===== src/rtl/dmem_sram_bridge_pkg.sv =====
// Shared types and constants for the data/instruction SRAM-style bridges:
// FSM encoding, transfer size codes and the fixed kseg0/kseg1 mapping constants.
package dmem_sram_bridge_pkg;

  typedef enum logic [1:0] {
    IDLE = 2'd0,
    REQ  = 2'd1,
    WAIT = 2'd2,
    DONE = 2'd3
  } state_t;

  localparam logic [1:0] SZ_BYTE = 2'd0;
  localparam logic [1:0] SZ_HALF = 2'd1;
  localparam logic [1:0] SZ_WORD = 2'd2;

  // kseg0 (0x8000_0000) and kseg1 (0xA000_0000) share the top two bits 10;
  // both map onto the low 512 MB by clearing the top three bits.
  localparam logic [1:0] KSEG01_TAG    = 2'b10;
  localparam logic [2:0] KSEG_PHYS_TOP = 3'b000;

  function automatic logic [1:0] size_of(input logic [3:0] mask);
    logic [1:0] sz;
    sz = SZ_WORD;
    case (mask)
      4'b0011, 4'b1100:                   sz = SZ_HALF;
      4'b0001, 4'b0010, 4'b0100, 4'b1000: sz = SZ_BYTE;
      default:                            sz = SZ_WORD;
    endcase
    return sz;
  endfunction

endpackage


===== src/rtl/dmem_sram_bridge_mmu.sv =====
// Fixed virtual-to-physical translation, purely combinational, shared with the
// instruction-side bridge. MAP_EN=0 turns it into a wire.
module mmu_fixed
  import dmem_sram_bridge_pkg::*;
#(
  parameter int MAP_EN = 1
) (
  input  logic [31:0] vaddr,
  output logic [31:0] paddr
);

  always_comb begin
    paddr = vaddr;
    if (MAP_EN != 0 && vaddr[31:30] == KSEG01_TAG) begin
      paddr[31:29] = KSEG_PHYS_TOP;
    end
  end

endmodule


===== src/rtl/dmem_sram_bridge.sv =====
// M-stage load/store to SRAM-like bus bridge; min 2 cycles from mem_enM to data.
// d_stall holds the pipeline until data returns; DONE parks results while stalled.
module dmem_sram_bridge
  import dmem_sram_bridge_pkg::*;
#(
  parameter int ADDR_MAP_EN = 1
) (
  input  logic        clk,
  input  logic        rst,
  input  logic        mem_enM,
  input  logic [3:0]  sig_write,
  input  logic [31:0] aluoutM,
  input  logic [31:0] writedataM,
  input  logic        longest_stall,
  output logic [31:0] readdataM,
  output logic        d_stall,
  output logic        data_req,
  output logic        data_wr,
  output logic [1:0]  data_size,
  output logic [31:0] data_addr,
  output logic [31:0] data_wdata,
  input  logic        data_addr_ok,
  input  logic        data_data_ok,
  input  logic [31:0] data_rdata
);

  state_t      state;
  logic [31:0] paddr;

  mmu_fixed #(
    .MAP_EN(ADDR_MAP_EN)
  ) u_mmu (
    .vaddr(aluoutM),
    .paddr(paddr)
  );

  // DONE releases the stall so the pipeline can advance past this access.
  assign d_stall = mem_enM & (state != DONE);

  always_ff @(posedge clk or negedge rst) begin
    if (!rst) begin
      state      <= IDLE;
      data_req   <= 1'b0;
      data_wr    <= 1'b0;
      data_size  <= 2'd0;
      data_addr  <= 32'h0;
      data_wdata <= 32'h0;
      readdataM  <= 32'h0;
    end else begin
      case (state)
        IDLE: begin
          if (mem_enM) begin
            state      <= REQ;
            data_req   <= 1'b1;
            data_wr    <= |sig_write;
            data_size  <= size_of(sig_write);
            data_addr  <= paddr;
            data_wdata <= writedataM;
          end
        end
        REQ: begin
          if (data_addr_ok) begin
            data_req <= 1'b0;
            if (data_data_ok) begin
              state <= DONE;
              if (!data_wr) readdataM <= data_rdata;
            end else begin
              state <= WAIT;
            end
          end
        end
        WAIT: begin
          if (data_data_ok) begin
            state <= DONE;
            if (!data_wr) readdataM <= data_rdata;
          end
        end
        DONE: begin
          if (!longest_stall) state <= IDLE;
        end
        default: state <= IDLE;
      endcase
    end
  end

endmodule


===== config.mk =====
export PLATFORM = sky130hd
export DESIGN_NAME = dmem_sram_bridge
export DESIGN_NICKNAME = d
export VERILOG_FILES = /design/src/rtl/dmem_sram_bridge_pkg.sv /design/src/rtl/dmem_sram_bridge_mmu.sv /design/src/rtl/dmem_sram_bridge.sv
export SDC_FILE = /design/constraint.sdc
export NUM_CORES = 1
export LEC_CHECK = 0
export CORE_AREA = 5 5 150 80
export CTS_CLUSTER_SIZE = 20
export DETAILED_ROUTE_END_ITERATION = 16
export DIE_AREA = 0 0 155 85
export GPL_TIMING_DRIVEN = 0
export PLACE_DENSITY_LB_ADDON = 0.25
export SYNTH_ARGS = -nofsm -noshare
export SYNTH_HDL_FRONTEND = slang
export SYNTH_SLANG_ARGS = --single-unit

===== constraint.sdc =====
create_clock -name clk -period 1.95 [get_ports clk]
set_clock_uncertainty 0.1 [all_clocks]
set_input_delay 0.2925 -clock clk [delete_from_list [all_inputs] [get_ports clk]]
set_output_delay 0.2925 -clock clk [all_outputs]
set_load 0.005 [all_outputs]

==> reports/qor.yml, run 1 <==
status: "finished, final reports clean"
hp-class: "reg -> reg"
synth_seq_cells: 102
synth_mux_area_share_pct: 28.5
p_per_area_nw_per_um2: 1560
clk-insertion-delay-late_ps: 330
clock_path_buffers: 2
synth_area_leader_cell: "dfrtp_1"
drtPass1Iterations: 2
drt-vias-per-instance: 4.57
grt.overflow.total: 0
max-cap-violations: 0
cts.sink_count: 102
placed_cells: 601
synthSimpleGateAreaFrac_pct: 3.29
placed_cell_area_um2: 6400
synthTopCellsByArea: "dfrtp_1, mux2_2, mux2_4"
reg2reg_slack_ps: 70
relSlewSlack_pct: 44.7
grtUsageTotal_pct: 16.6
fmax_mhz: 531
reg2reg_to: "readdataM[11]"
die-area_um2: 13200
cp_data_required_time_ps: 2070
htree_levels: 3
p_leak_nw: 2.87
use_met2_pct: 27.1
synth_warnings: 0
antenna_found_initial: 0
crit_type: "reg -> reg"
layout_common_cells: "clkdlybuf4s50_1, dfrtp_1, mux2_2"
fin_nets: 580
synth_adder_area_share_pct: 1.21
vias: 2834
synthXorXnorAreaFrac_pct: 0
hpwl_mm: 8.44
yosysUniqueCellTypes: 25
drc: 0
routed_wl_mm: 10.8
final_common_cell: "clkdlybuf4s50_1"
seq_area_frac_synth_pct: 61.6
start_kind: "register"
clkSlewWorstSetupHoldPaths_ps: 70
slowest_stage: "dfrtp_1"
grt-busiest-layer: "met2"
slew_violations: 0
cts_inserted_buffers: 9
fin_crit_sh_pct: 96.5
grtUsageMet1_pct: 18.8
grt_pass1_vias: 3250
drive_gt1_share_pct: 25.3
place_congestion: 0.748
synth_top_area_share_pct: 61.6
synth_compound_area_share_pct: 1.84
diodes: 0
hold_depth: 2
ir_drop_mv: 0.772
die_w_um: 155
synth_cells: 249
hold_end: "data_addr[29]"
cp_max_fo: 10
rr_startpoint: "state[1]"
ant_nets: 0
finalNonFillerCells: 620
r2r.worst_path.cells: 7
hold_start: "data_addr[29]"
final_hold_viol_count: 0
met3_usage_pct: 10.2
path_cells: "buf_4 -> inv_1 -> ha_1 -> nand3_4 -> nor2_8 -> buf_12 -> mux2_4"
tightestPinTransition_ps: 829
cpPeakStageDelay_ps: 370
grt_max_degree: 64
initial_core_util_pct: 38.9
wl_per_cell_um: 17.5
tritoncts: "built"
coreArea_um2: 10600
areaGrowthSynthToFinish_pct: 62.0
die_h_um: 85
synth_top_family_by_area: "multiplexers"
arrival_ps: 2000
synth_fp_nets: 359
port_buffers: 206
synth_area_um2: 4140
rows: 27
setup-tns-final_ps: 0
cts_root_buf: "clkbuf_16"
fin_area_um2: 6710
critPathCaptureType: "register"
syn_area_per_cell_um2: 16.6
grt_pass1_wl_mm: 17.2
setup_violations: 0
io_pins: 207
finalCriticalPeriod_ps: 1880
drt_iter0_drc: 63
cell usage after synthesis:
cell type  count
a2111oi_0      1
nor4_1         1
o21bai_1       1
a21oi_1        2
nand3_4        1
nand2_1        9
clkbuf_1       1
nand2b_4       1
dfrtp_1      102
mux2_4        30
nand2_4        1
a31oi_1        1
and3_1         1
mux2_1         8
buf_12         3
nor2_8         1
ha_1           4
inv_1          4
nand2b_1       1
buf_6          6
o2111ai_1      1
nor2_1         4
mux2_2        57
o21ai_0        7
nor2b_1        1
state kept, by name, indices dropped and copies added, names as in the netlist:
signal,cells
state,2
data_addr,32
data_wr,1
data_req,1
readdataM,32
data_size,2
data_wdata,32
final cells by class:
cell class,count,area (µm²)
Fill cell,805,3930
Sequential cell,102,2550
Timing Repair Buffer,210,2100
Multi-Input combinational cell,133,1450
Clock buffer,11,243
Tap cell,145,181
Buffer,10,131
Clock inverter,5,38.8
Inverter,4,15.0
worst max path at each step:
| stage | startpoint | cells after the start | slack, ps | to |
|---|---|---|---|---|
| finish | state[1] | 7 | 70 | readdataM[11] |
| global route | state[1] | 7 | -2 | readdataM[11] |
| CTS | state[1] | 8 | 60 | readdataM[11] |
| detailed placement | mem_enM | 3 | 20 | d_stall |
| global placement | rst | 1 | -3340 | data_addr[15] |
| floorplan | state[1] | 6 | 270 | readdataM[10] |
through the flow:
step                setup WS [ps]  total power, W  hold WS, ps  utilization (%)
finish                       67.5          0.0105          378             63.1
global route                -2.36          0.0111          408             63.1
CTS                          58.1          0.0106          384             63.0
detailed placement           19.3         0.00881          337             60.2
global placement            -3340         0.00865          367             60.0
floorplan                     267         0.00591         -103                -
worst max-delay path: cells and delay by family, from the launching register on:
kind                       cells  cell delay [ps]
adders and majority gates      1              320
muxes                          1              300
and+or+nand+nor                2              310
DFF                            1              370
buffers and inverters          3              350
per-layer routing:
layer / vias up / share of wire (%)
li1: 1309 / -
met1: 1382 / 40
met2: 132 / 46
met3: 11 / 13
met4: 0 / 1.1
met5: - / 0
where the power goes:
group	internal [W]	total (W)	switching (W)	leakage (nW)
clock network	0.000914	0.00171	0.000794	0.137
registers	0.00321	0.00378	0.000575	1.21
logic	0.00344	0.00496	0.00153	1.53
timing repair:
action / 4_1_cts / 5_1_grt
resized for setup: 1 / 1
pin swaps: 0 / 1
hold buffers: 1 / 0
setup buffers: 1 / 1
endpoints found under the setup margin: 1 / 18
hold endpoints to repair: 62 / 0
cell families after synthesis:
| logic type | Yosys count |
|---|---|
| flops | 102 |
| simple gates | 21 |
| buf+inv | 14 |
| compound gates | 13 |
| mux | 95 |
| fa+ha+maj | 4 |
Note: power is estimated with default switching activity, not from simulation.
==> run 2, diff against run 1 <==
--- a/config.mk
+++ b/config.mk
@@ -5,10 +5,10 @@
 export SDC_FILE = /design/constraint.sdc
 export NUM_CORES = 1
 export LEC_CHECK = 0
-export CORE_AREA = 5 5 150 80
+export CORE_AREA = 5 5 160 85
 export CTS_CLUSTER_SIZE = 20
 export DETAILED_ROUTE_END_ITERATION = 16
-export DIE_AREA = 0 0 155 85
+export DIE_AREA = 0 0 165 90
 export GPL_TIMING_DRIVEN = 0
 export PLACE_DENSITY_LB_ADDON = 0.25
 export SYNTH_ARGS = -nofsm -noshare
==> reports/qor.yml, run 2 (synthesis gave the netlist of run 1 again) <==
coreArea_um2: 12200  # was 10600 µm²
finalCriticalPeriod_ps: 1880  # about the same
r2r.worst_path.cells: 7  # unchanged
wl_met1_mm: 5.00  # was 4.35 mm
antenna_found_initial: 0  # unchanged
slew_violations: 0  # unchanged
place_congestion: 0.743  # was 0.748
cpPeakStageDelay_ps: 360  # was 370 ps
grt_pass1_vias: 3086  # was 3250
cts_root_buf: "clkbuf_16"  # unchanged
die_h_um: 90  # was 85 µm
ir_drop_mv: 0.658  # was 0.772 mV
fmax_mhz: 532  # was 531 MHz
initial_core_util_pct: 34.0  # was 38.9%
p_leak_nw: 2.93  # was 2.87 nW
routed.top_layer: "met4"  # unchanged
wl_per_cell_um: 17.9  # was 17.5 µm
max-cap-violations: 0  # unchanged
die_w_um: 165  # was 155 µm
clkSlewWorstSetupHoldPaths_ps: 70  # about the same
fin_crit_sh_pct: 96.3  # was 96.5%
fin_nets: 584  # was 580
crit_type: "reg -> reg"  # unchanged
cp-startpoint: "state[1]"  # unchanged
wl_met3_mm: 1.48  # was 1.43 mm
reg2reg_to: "readdataM[28]"  # was readdataM[11]
tightestPinTransition_ps: 635  # was 829 ps
slowest_stage: "dfrtp_1"  # unchanged
diodes: 0  # unchanged
grt.overflow.total: 0  # unchanged
path_cells: "buf_6 -> inv_2 -> ha_4 -> nand3_4 -> nor2_8 -> clkbuf_16 -> mux2_4"  # was buf_4 -> inv_1 -> ha_1 -> nand3_4 -> nor2_8 -> buf_12 -> mux2_4
tritoncts: "built"  # unchanged
final_hold_viol_count: 0  # unchanged
utilization_pct: 56.5  # was 63.1%
drc: 0  # unchanged
final_common_cell: "clkdlybuf4s50_1"  # unchanged
vias: 2881  # was 2834
drive_gt1_share_pct: 26.4  # was 25.3%
met2WireLength_mm: 5.10  # was 4.94 mm
status: "finished, final reports clean"  # unchanged
cp_data_required_time_ps: 2070  # about the same
hpwl_mm: 8.87  # was 8.44 mm
placed_cells: 626  # was 601
grt_max_degree: 56  # was 64
start_kind: "register"  # unchanged
die-area_um2: 14900  # was 13200 µm²
io_pins: 207  # unchanged
ant_nets: 0  # unchanged
cpLargestDelayFamily: "buffers and inverters"  # was flip-flops
endpoint: "readdataM[28]"  # was readdataM[11]
hp-class: "reg -> reg"  # unchanged
clk-insertion-delay-late_ps: 330  # about the same
relSlewSlack_pct: 57.7  # was 44.7%
port_buffers: 206  # unchanged
htree_levels: 3  # unchanged
cts_inserted_buffers: 9  # unchanged
setup_violations: 0  # unchanged
rr_startpoint: "state[1]"  # unchanged
cp.depth: 7  # unchanged
drtPass1Iterations: 4  # was 2
reg2reg_slack_ps: 70  # about the same
clock_path_buffers: 2  # unchanged
arrival_ps: 1990  # was 2000 ps
hold_slack_ps: 389  # was 378 ps
routed_wl_mm: 11.6  # was 10.8 mm
cts.sink_count: 102  # unchanged
finalNonFillerCells: 648  # was 620
layout_common_cells: "clkdlybuf4s50_1, dfrtp_1, mux2_2"  # unchanged
critPathCaptureType: "register"  # unchanged
p_per_area_nw_per_um2: 1580  # was 1560 nW/µm²
cp_max_fo: 7  # was 10
drt-vias-per-instance: 4.45  # was 4.57
path_buf_inv: 3  # unchanged
grt_pass1_wl_mm: 17.4  # was 17.2 mm
rows: 29  # was 27
drt_iter0_drc: 136  # was 63
largestRegisters: "data_addr: 32 flops, data_wdata: 32 flops, readdataM: 32 flops"  # unchanged
grtUsageTotal_pct: 14.9  # was 16.6%
areaGrowthSynthToFinish_pct: 66.1  # was 62.0%
-- run 2: worst reg2reg max path, cell delays in order (launching register included) --
cell and delay [ps]:
dfrtp_1 360, buf_6 110, inv_2 60, ha_4 280, nand3_4 90, nor2_8 260, clkbuf_16 210, mux2_4 290
-- run 2: worst min-delay path by stage --
stage,startpoint,end,cells after the start
finish,data_addr[29],data_addr[29],2
CTS,data_size[0],data_size[0],2
global route,readdataM[14],readdataM[14],1
global placement,data_addr[29],data_addr[29],2
floorplan,rst,data_addr[0],0
detailed placement,rst,data_wdata[26],1
-- run 2: per-stage QoR --
step / TNS (ps) / power (W) / area (µm²) / setup slack (ps)
after global placement: -339190 / 0.00868 / 6420 / -3340
after floorplan: 0 / 0.00591 / 4140 / 267
after global routing: -26.4 / 0.0115 / 6880 / -9.46
final: 0 / 0.0109 / 6880 / 71.9
after detailed placement: 0 / 0.00883 / 6440 / 9.91
after CTS: 0 / 0.0108 / 6780 / 70.8
-- run 2: cell type report --
cell class,count,area (µm²)
Clock buffer,10,239
Fill cell,1028,5310
Buffer,10,131
Tap cell,170,213
Clock inverter,5,82.6
Timing Repair Buffer,214,2180
Multi-Input combinational cell,133,1470
Inverter,4,15.0
Sequential cell,102,2550
-- run 2: where the power goes --
| group | switching (W) | total [W] | internal, W |
|---|---|---|---|
| Sequential | 0.000585 | 0.00379 | 0.00321 |
| Clock | 0.000773 | 0.00193 | 0.00116 |
| Combinational | 0.00159 | 0.00517 | 0.00358 |
-- run 2: per-layer routing --
| metal | track usage [%] | vias to the layer above |
|---|---|---|
| li1 | - | 1316 |
| met1 | 19.0 | 1433 |
| met2 | 22.8 | 130 |
| met3 | 8.41 | 2 |
| met4 | 2.28 | 0 |
| met5 | 0 | - |
-- run 2: what timing repair did --
action | in CTS | in global routing
buffers inserted | 1 | 3
gates resized for setup | 1 | 5
setup endpoints to repair | 1 | 26
endpoints found under the hold margin | 47 | 0
gates cloned | 0 | 2
pin swaps | 0 | 1
hold buffers | 1 | 0
==> run 3, diff against run 2 <==
--- a/config.mk
+++ b/config.mk
@@ -5,11 +5,12 @@
 export SDC_FILE = /design/constraint.sdc
 export NUM_CORES = 1
 export LEC_CHECK = 0
+export CAP_MARGIN = 20
 export CORE_AREA = 5 5 160 85
 export CTS_CLUSTER_SIZE = 20
 export DETAILED_ROUTE_END_ITERATION = 16
 export DIE_AREA = 0 0 165 90
-export GPL_TIMING_DRIVEN = 0
+export GPL_TIMING_DRIVEN = 1
 export PLACE_DENSITY_LB_ADDON = 0.25
 export SYNTH_ARGS = -nofsm -noshare
 export SYNTH_HDL_FRONTEND = slang
==> constraint.sdc (replaced) <==
create_clock -name clk -period 2.1 [get_ports clk]
set_clock_uncertainty 0.1 [all_clocks]
set_input_delay 0.315 -clock clk [delete_from_list [all_inputs] [get_ports clk]]
set_output_delay 0.315 -clock clk [all_outputs]
set_load 0.005 [all_outputs]
==> reports/qor.yml, run 3 (synthesis gave the netlist of run 1 again) <==
utilization_pct: 55.1  # was 56.5%
die_w_um: 165  # unchanged
slew_violations: 0  # unchanged
ant_nets: 0  # unchanged
vias: 2807  # was 2881
grt_pass1_vias: 3030  # was 3086
rows: 29  # unchanged
antenna_found_initial: 1  # was 0
tightestPinTransition_ps: 497  # was 635 ps
htree_levels: 3  # unchanged
placed_cell_area_um2: 6410  # was 6440 µm²
finalPower_w: 0.00963  # was 0.0109 W
die_h_um: 90  # unchanged
io_pins: 207  # unchanged
max-cap-violations: 0  # unchanged
setup-tns-final_ps: 0  # unchanged
drt-vias-per-instance: 4.37  # was 4.45
cp_data_required_time_ps: 2190  # was 2070 ps
finalCriticalPeriod_ps: 1880  # about the same
cpPeakStageDelay_ps: 450  # was 360 ps
drc: 0  # unchanged
tritoncts: "built"  # unchanged
reg2reg_slack_ps: 220  # was 70 ps
routed_wl_mm: 11.0  # was 11.6 mm
cts.sink_count: 102  # unchanged
arrival_ps: 1970  # was 1990 ps
rsz0062_at_grt: "no"
fmax_mhz: 532  # about the same
cpLargestDelayFamily: "compound AO/OA/AOI/OAI gates"  # was buffers and inverters
fin_nets: 578  # was 584
cp_max_fo: 5  # was 7
path_cells: "inv_1 -> ha_1 -> nand2b_1 -> o2111ai_1 -> a2111oi_1 -> a21oi_1"  # was buf_6 -> inv_2 -> ha_4 -> nand3_4 -> nor2_8 -> clkbuf_16 -> mux2_4
die-area_um2: 14900  # unchanged
areaGrowthSynthToFinish_pct: 62.0  # was 66.1%
drtPass1Iterations: 4  # unchanged
grtUsageTotal_pct: 14.5  # was 14.9%
wl_per_cell_um: 17.2  # was 17.9 µm
diodes: 0  # unchanged
final-seq-area_um2: 2550  # unchanged
fill_cells: 1035  # was 1028
multi_input_area_um2: 1450  # was 1470 µm²
slowest_stage: "a2111oi_1"  # was dfrtp_1
clkSlewWorstSetupHoldPaths_ps: 70  # about the same
hpwl_mm: 8.67  # was 8.87 mm
largestRegisters: "data_addr: 32 flops, data_wdata: 32 flops, readdataM: 32 flops"  # unchanged
port_buffers: 206  # unchanged
final_hold_viol_count: 0  # unchanged
critPathCaptureType: "register"  # unchanged
cts_root_buf: "clkbuf_16"  # unchanged
initial_core_util_pct: 34.0  # unchanged
ir_drop_mv: 0.649  # was 0.658 mV
final_common_cell: "clkdlybuf4s50_1"  # unchanged
path_buf_inv: 1  # was 3
fin_crit_sh_pct: 89.5  # was 96.3%
start_kind: "register"  # unchanged
place_congestion: 0.755  # was 0.743
cts_inserted_buffers: 9  # unchanged
p_leak_nw: 2.87  # was 2.93 nW
hp-class: "in -> async"  # was reg -> reg
drt_iter0_drc: 90  # was 136
fin_area_um2: 6710  # was 6880 µm²
grt_max_degree: 47  # was 56
coreArea_um2: 12200  # unchanged
drive_gt1_share_pct: 25.2  # was 26.4%
layout_common_cells: "clkdlybuf4s50_1, dfrtp_1, mux2_2"  # unchanged
clock_path_buffers: 2  # unchanged
p_per_area_nw_per_um2: 1430  # was 1580 nW/µm²
clk-insertion-delay-late_ps: 340  # was 330 ps
crit_type: "reg -> reg"  # unchanged
grt_pass1_wl_mm: 16.9  # was 17.4 mm
setup_violations: 0  # unchanged
relSlewSlack_pct: 66.8  # was 57.7%
status: "finished, final reports clean"  # unchanged
grt.overflow.total: 0  # unchanged
==> run 3: changes by cell type in the layout (fill, tap and decap cells not counted), moves of 2 or more <==
cell	before	now
buf_4	4	8
buf_6	7	0
bufinv_16	2	0
clkbuf_16	11	9
ha_1	2	4
ha_4	2	0
==> run 3: worst paths after layout <==
check	startpoint	endpoint	depth (start not counted)
setup reg to reg	state[0]	state[0]	6
hold / removal	rst	readdataM[12]	2
min in group clk	data_addr[31]	data_addr[31]	2
setup / recovery	state[0]	state[0]	6
hold reg to reg	data_addr[31]	data_addr[31]	2
max in group asynchronous	rst	data_wdata[31]	3
==> run 3: stage by stage <==
stage | setup slack (ps) | hold slack [ps] | cells
2_1_floorplan | 417 | -80.6 | 249
3_3_place_gp | 166 | 196 | 625
3_5_place_dp | 20.6 | 193 | 625
4_1_cts | 23.5 | 369 | 642
5_1_grt | 62.6 | 392 | 643
6_report | 220 | 369 | 643
==> run 3: repair_timing <==
item	4_1_cts	5_1_grt
hold buffers	1	0
hold endpoints to repair	29	0
gates resized for setup	0	2
setup endpoints to repair	0	2
setup buffers	0	1
==> run 3: worst register-to-register path: stages, from the launching register on <==
cell,delay [ps]
dfrtp_1,380
inv_1,100
ha_1,300
nand2b_1,130
o2111ai_1,190
a2111oi_1,450
a21oi_1,80
==> run 3: where the power goes <==
group | leakage [nW] | total [W] | internal, W | switching (W)
sequential | 1.21 | 0.00352 | 0.00298 | 0.000545
combinational | 1.52 | 0.00453 | 0.00314 | 0.00138
clock | 0.139 | 0.00158 | 0.000843 | 0.000734
==> run 3: area by class of cell <==
cell class,count,share of cell area (%)
Timing Repair Buffer,218,32.8
Clock buffer,10,3.56
Sequential cell,102,38.0
Inverter,4,0.224
Tap cell,170,3.17
Clock inverter,6,0.652
Multi-Input combinational cell,133,21.5
==> run 3: layer usage <==
layer  share of wire (%)  global-route usage [%]
met1                  43                    18.7
met2                  43                    21.2
met3                  14                    8.68
met4                0.58                    2.70
met5                0.12                       0
